`src/rtl/ram_arbiter.sv`:
```
`default_nettype none
// ============================================================================
// Module   : ram_arbiter
// Purpose  : Round-robin arbiter/sequencer sharing one 256x32 register-file
//            RAM port between a fetch-side (m0) and a data-side (m1)
//            requester. Each access takes IDLE -> ACCESS -> RESP (3 cycles).
//            RAM controls come straight from registers; read data returns
//            through registered per-requester ports.
// Revision : 1.0 - initial release
// ============================================================================
module ram_arbiter #(
   parameter int ADDR_W = 8,
   parameter int DATA_W = 32
) (
   input  logic              clk,
   input  logic              resetn,
   input  logic              m0_req,
   input  logic              m0_wen,
   input  logic [ADDR_W-1:0] m0_addr,
   input  logic [DATA_W-1:0] m0_wdata,
   output logic              m0_gnt,
   output logic              m0_rvalid,
   output logic              m0_wdone,
   output logic [DATA_W-1:0] m0_rdata,
   input  logic              m1_req,
   input  logic              m1_wen,
   input  logic [ADDR_W-1:0] m1_addr,
   input  logic [DATA_W-1:0] m1_wdata,
   output logic              m1_gnt,
   output logic              m1_rvalid,
   output logic              m1_wdone,
   output logic [DATA_W-1:0] m1_rdata,
   output logic [ADDR_W-1:0] ram_addr,
   output logic [DATA_W-1:0] ram_wdata,
   output logic              ram_wen,
   input  logic [DATA_W-1:0] ram_rdata,
   output logic              busy
);

   typedef enum logic [1:0] {
      ST_IDLE   = 2'd0,
      ST_ACCESS = 2'd1,
      ST_RESP   = 2'd2
   } state_t;

   state_t              r_state;
   state_t              w_next_state;
   logic                w_gnt0;
   logic                w_gnt1;
   logic                r_prio;     // requester favoured when both ask
   logic                r_owner;    // requester owning the in-flight access
   logic                r_is_wr;    // in-flight access is a write
   logic [ADDR_W-1:0]   r_ram_addr;
   logic [DATA_W-1:0]   r_ram_wdata;
   logic                r_ram_wen;
   logic [DATA_W-1:0]   r_m0_rdata;
   logic [DATA_W-1:0]   r_m1_rdata;
   logic                r_m0_rvalid;
   logic                r_m0_wdone;
   logic                r_m1_rvalid;
   logic                r_m1_wdone;

   // Arbitration and next-state: grants only in IDLE, prio breaks ties.
   always_comb begin
      w_next_state = r_state;
      w_gnt0       = 1'b0;
      w_gnt1       = 1'b0;
      case (r_state)
         ST_IDLE: begin
            if (m0_req && (!m1_req || !r_prio)) begin
               w_gnt0 = 1'b1;
            end else if (m1_req) begin
               w_gnt1 = 1'b1;
            end
            if (m0_req || m1_req) begin
               w_next_state = ST_ACCESS;
            end
         end
         ST_ACCESS: w_next_state = ST_RESP;
         ST_RESP:   w_next_state = ST_IDLE;
         default:   w_next_state = ST_IDLE;
      endcase
   end

   // State register.
   always_ff @(posedge clk or negedge resetn) begin
      if (!resetn) begin
         r_state <= ST_IDLE;
      end else begin
         r_state <= w_next_state;
      end
   end

   // Command latch at the grant edge, RAM strobe, and response capture.
   always_ff @(posedge clk or negedge resetn) begin
      if (!resetn) begin
         r_prio      <= 1'b0;
         r_owner     <= 1'b0;
         r_is_wr     <= 1'b0;
         r_ram_addr  <= '0;
         r_ram_wdata <= '0;
         r_ram_wen   <= 1'b0;
         r_m0_rdata  <= '0;
         r_m1_rdata  <= '0;
         r_m0_rvalid <= 1'b0;
         r_m0_wdone  <= 1'b0;
         r_m1_rvalid <= 1'b0;
         r_m1_wdone  <= 1'b0;
      end else begin
         r_m0_rvalid <= 1'b0;
         r_m0_wdone  <= 1'b0;
         r_m1_rvalid <= 1'b0;
         r_m1_wdone  <= 1'b0;
         if (w_gnt0 || w_gnt1) begin
            r_owner     <= w_gnt1;
            r_prio      <= !w_gnt1;
            r_is_wr     <= w_gnt1 ? m1_wen   : m0_wen;
            r_ram_wen   <= w_gnt1 ? m1_wen   : m0_wen;
            r_ram_addr  <= w_gnt1 ? m1_addr  : m0_addr;
            r_ram_wdata <= w_gnt1 ? m1_wdata : m0_wdata;
         end
         if (r_state == ST_ACCESS) begin
            // Address/data stay put; only the write strobe drops.
            r_ram_wen <= 1'b0;
            if (r_is_wr) begin
               r_m0_wdone <= !r_owner;
               r_m1_wdone <= r_owner;
            end else if (r_owner) begin
               r_m1_rdata  <= ram_rdata;
               r_m1_rvalid <= 1'b1;
            end else begin
               r_m0_rdata  <= ram_rdata;
               r_m0_rvalid <= 1'b1;
            end
         end
      end
   end

   assign m0_gnt    = w_gnt0;
   assign m1_gnt    = w_gnt1;
   assign m0_rvalid = r_m0_rvalid;
   assign m0_wdone  = r_m0_wdone;
   assign m0_rdata  = r_m0_rdata;
   assign m1_rvalid = r_m1_rvalid;
   assign m1_wdone  = r_m1_wdone;
   assign m1_rdata  = r_m1_rdata;
   assign ram_addr  = r_ram_addr;
   assign ram_wdata = r_ram_wdata;
   assign ram_wen   = r_ram_wen;
   assign busy      = (r_state != ST_IDLE);

endmodule
`default_nettype wire

```
`config.mk`:
```
export PLATFORM = sky130hd
export DESIGN_NAME = ram_arbiter
export DESIGN_NICKNAME = d
export VERILOG_FILES = /design/src/rtl/ram_arbiter.sv
export SDC_FILE = /design/constraint.sdc
export NUM_CORES = 1
export LEC_CHECK = 0
export CAP_MARGIN = 20
export CORE_ASPECT_RATIO = 1.1
export CORE_MARGIN = 8
export CORE_UTILIZATION = 41
export CTS_CLUSTER_SIZE = 14
export DETAILED_ROUTE_END_ITERATION = 8
export PLACE_DENSITY = 0.88
export SYNTH_ARGS = -nofsm -noshare
export SYNTH_HDL_FRONTEND = slang
export SYNTH_SLANG_ARGS = --single-unit
```
`constraint.sdc`:
```
create_clock -name clk -period 2.2 [get_ports clk]
set_input_delay 0.44 -clock clk [delete_from_list [all_inputs] [get_ports clk]]
set_output_delay 0.44 -clock clk [all_outputs]
set_load 0.01 [all_outputs]
```
==> run summary <==
The number of DRC violations after detailed-routing iteration 0 was 212. For this run, the share of the core covered by cells in the final layout is 67.5%. The cell count after synthesis was 346; the required arrival time at the worst endpoint was 1.76 ns. For the net count after synthesis, the log shows 464. The startpoint identified for the worst register-to-register timing path is r_state[1]. The via density per instance is 5.35. STA classifies the critical path startpoint as a flip-flop.

Total CTS buffers: 17. The number of I/O port buffers came out at 229. In the post-synthesis netlist, the cell with the most instances is sky130_fd_sc_hd__dfrtp_1.

Relative to the synthesized area, the layout overhead comes to 63.0%. The number of vias in the routed layout came out at 4028. For the core outline area, the log shows 11800 um2.

The via count of the first global-routing pass is 4508, and the final worst-path cycle share is 95.5%. The startpoint identified for the worst hold timing path is m0_rdata[20]. The die covers 15700 um2. Dominant cell type by area after synthesis: sky130_fd_sc_hd__dfrtp_1. TritonCTS built the clock tree. Worst hold path class: reg -> reg. Entering global routing, the biggest net connects 60 pins. After synthesis, the share of flip-flops with an asynchronous set or reset is 100%.

The run gives 0 as the post-detailed-route DRC marker count. The number of routed nets with antenna violations came out at 0. IR analysis of the VDD net gives a maximum drop of 0.697 mV. Between clock sinks in the finished design, the worst skew comes to 0.00755 ns. The highest net fanout along the worst path works out to 11.

The initial utilization of the core area, before any placement, comes to 41.4%. The tools report the top achievable clock speed as 476 MHz. The average size of a mapped cell was 14.1 um2; the final standard cell count with taps included and fillers excluded was 753.

CTS placed an instance of sky130_fd_sc_hd__clkbuf_16 at the clock tree root. After detailed routing, the total wire length is 15100 um. The number of sinks on the clock net was 114; the slack of the worst reg-to-reg path was 0.54 ns. The worst hold path cell count is 1. Kind of critical path: reg -> out. The remaining global-route overflow is 0, and the clock tree buffer depth is 2. In the synthesized netlist the dominant register cell turns out to be sky130_fd_sc_hd__dfrtp_1. The first global-routing pass estimated 23800 um of wire. Number of search-and-repair iterations in the first detailed-routing pass: 4. The vertical die dimension is 131 um. After clock tree synthesis, the clock-pin slew on the worst setup and hold paths is 0.05 ns. The area fraction of the dominant cell type after synthesis was 58.3%. After legalization and detailed placement, the total HPWL measured 11400 um.

Power spread over the standard cell area amounts to 1490 nW/um2. The sequential area share after synthesis is 58.3%, and the total I/O pin count is 230. The commonest cells after synthesis are sky130_fd_sc_hd__dfrtp_1, sky130_fd_sc_hd__mux2_2, sky130_fd_sc_hd__a221o_1. In this run the tightest slew margin relative to its limit is 68.4%.

The synthesized design contains 0 enable-type register cells. The die is 120 um wide. Setup repair after global routing left no endpoint under its margin.

The number of cell rows was 42. The post-route netlist has 20.1% of its cells at a drive strength greater than 1. The run finished with clean final reports.

The area of the mapped netlist is 4890 um2, and the final layout net count is 703. The final critical delay including setup and external delays came out at 2.10 ns. Yosys printed 0 warnings. The depth of the worst register-to-register path works out to 4.

For the initial antenna violation count, the log shows 0. Setup violations remaining at the end of the flow were counted as 0. The tool flagged a number of max-cap violations equal to 0.

The logs give 19.5% for the overall fraction of global-route tracks in use and 0 for the number of hold-slack violations in the final timing report. Dividing the detail-routed wire length by the instance count gives 20.1 um. After synthesis, the cell types taking the most area are sky130_fd_sc_hd__dfrtp_1, sky130_fd_sc_hd__mux2_2, sky130_fd_sc_hd__a221o_1. The transition time at the pin with the least slew margin came out at 0.474 ns.

For the cell leakage power, the log shows 3.47 nW. Summed over all failing endpoints, the final setup total negative slack is 0 ns. Once placement completed, the tool counted placed cells totaling 715. The congestion estimate from routability-driven global placement came to 0.830. Counting flops and latches in the post-synthesis netlist gives 114.

Counting distinct cell types in the post-synthesis netlist gives 27. At the worst endpoint, the arrival time is 1.66 ns. The H-tree generated during clock tree synthesis spans 4 levels. The worst register-to-register path ends at m0_rdata[21].

STA classifies the critical path endpoint as a primary output. The max-slew violation count was 0. The tools report the worst hold path endpoint as m0_rdata[20]. At the later pin of the worst-skew pair, clock insertion delay measures 0.40 ns.
[worst max path at each step]
stage,start,to,depth (start not counted)
after detailed placement,m1_req,m0_gnt,4
after global placement,m1_req,m0_gnt,4
after floorplan,r_state[1],m1_rdata[10],4
after global routing,r_state[0],busy,4
final,r_state[0],busy,4
after CTS,r_state[0],busy,4
[per-stage QoR]
step           instance area, um2  total power [W]  setup slack [ns]  hold slack (ns)
3_5_place_dp                 7350          0.00924           0.00335            0.421
3_3_place_gp                 7350          0.00898            0.0380            0.414
2_1_floorplan                4890          0.00623             0.673            0.144
6_report                     7980           0.0119            0.0985            0.495
5_1_grt                      7980           0.0126            0.0459            0.522
4_1_cts                      7950           0.0120            0.0148            0.501
[cells in the final DEF, fill, tap and decap left out, types with 2 or more instances in the layout]
cell                              synthesis  layout
sky130_fd_sc_hd__buf_4                    4      20
sky130_fd_sc_hd__a221o_1                 40      40
sky130_fd_sc_hd__nand2_1                  2       2
sky130_fd_sc_hd__clkinvlp_4               0       4
sky130_fd_sc_hd__a21boi_0                11      11
sky130_fd_sc_hd__inv_1                    4       4
sky130_fd_sc_hd__bufinv_16                0       2
sky130_fd_sc_hd__buf_12                   0       3
sky130_fd_sc_hd__and3_1                  31      31
sky130_fd_sc_hd__mux2_1                   7       7
sky130_fd_sc_hd__and4_1                  30      30
sky130_fd_sc_hd__dfrtp_1                114     113
sky130_fd_sc_hd__clkinv_2                 0       4
sky130_fd_sc_hd__clkdlybuf4s50_1          0     226
sky130_fd_sc_hd__clkinv_4                 0       2
sky130_fd_sc_hd__a21o_1                   4       4
sky130_fd_sc_hd__clkbuf_16                0      17
sky130_fd_sc_hd__mux2_2                  57      57
[worst max-delay path, cell delays in order (launching register included)]
cell	delay (ns)
sky130_fd_sc_hd__dfrtp_2	0.43
sky130_fd_sc_hd__nor2_4	0.16
sky130_fd_sc_hd__buf_6	0.15
sky130_fd_sc_hd__inv_1	0.04
sky130_fd_sc_hd__clkdlybuf4s50_1	0.48
[metal layers]
metal / global-route usage, % / up-vias / wire (um)
met2: 32.8 / 195 / 7610
li1: - / 1808 / -
met5: 0 / - / 0
met3: 7.91 / 33 / 1300
met1: 20.8 / 1992 / 5690
met4: 10.1 / 0 / 520
[power by group]
| part | switching, W | internal (W) |
|---|---|---|
| registers | 0.000611 | 0.00316 |
| clock network | 0.000954 | 0.00169 |
| logic | 0.00221 | 0.00326 |
| total | 0.00377 | 0.00811 |
[area by class of cell]
cell class,instances,area (um2)
fill,851,3850
sequential,114,2850
timing repair buffer,253,2510
multi-input combinational,194,1820
clock buffer,19,443
tap,154,193
clock inverter,13,136
inverter,5,18.8
antenna,1,2.50
[repair_timing]
item | in CTS | in global routing
pin swaps | 1 | 1
gates resized for setup | 1 | 3
setup buffers | 2 | 2
hold endpoints to repair | 33 | 0
endpoints found under the setup margin | 3 | 2
hold buffers | 1 | 0
[kinds of logic (layout without fill, tap and decap cells)]
kind of cell           after synthesis  in the layout  share of synthesized area [%]
buffers and inverters               38            290                           4.63
other                                0              1                              0
AND/OR/NAND/NOR                     72             72                           11.4
flip-flops                         114            114                           58.3
multiplexers                        64             64                           14.7
AO/OA/AOI/OAI                       58             58                           11.0
[flip-flops by register name, indices dropped and copies added (netlist names), 2 cells and up]
register / cells
m0_rdata: 32
m1_rdata: 32
ram_wdata: 32
ram_addr: 8
r_state: 2
Note: power is estimated with default switching activity, not from simulation.
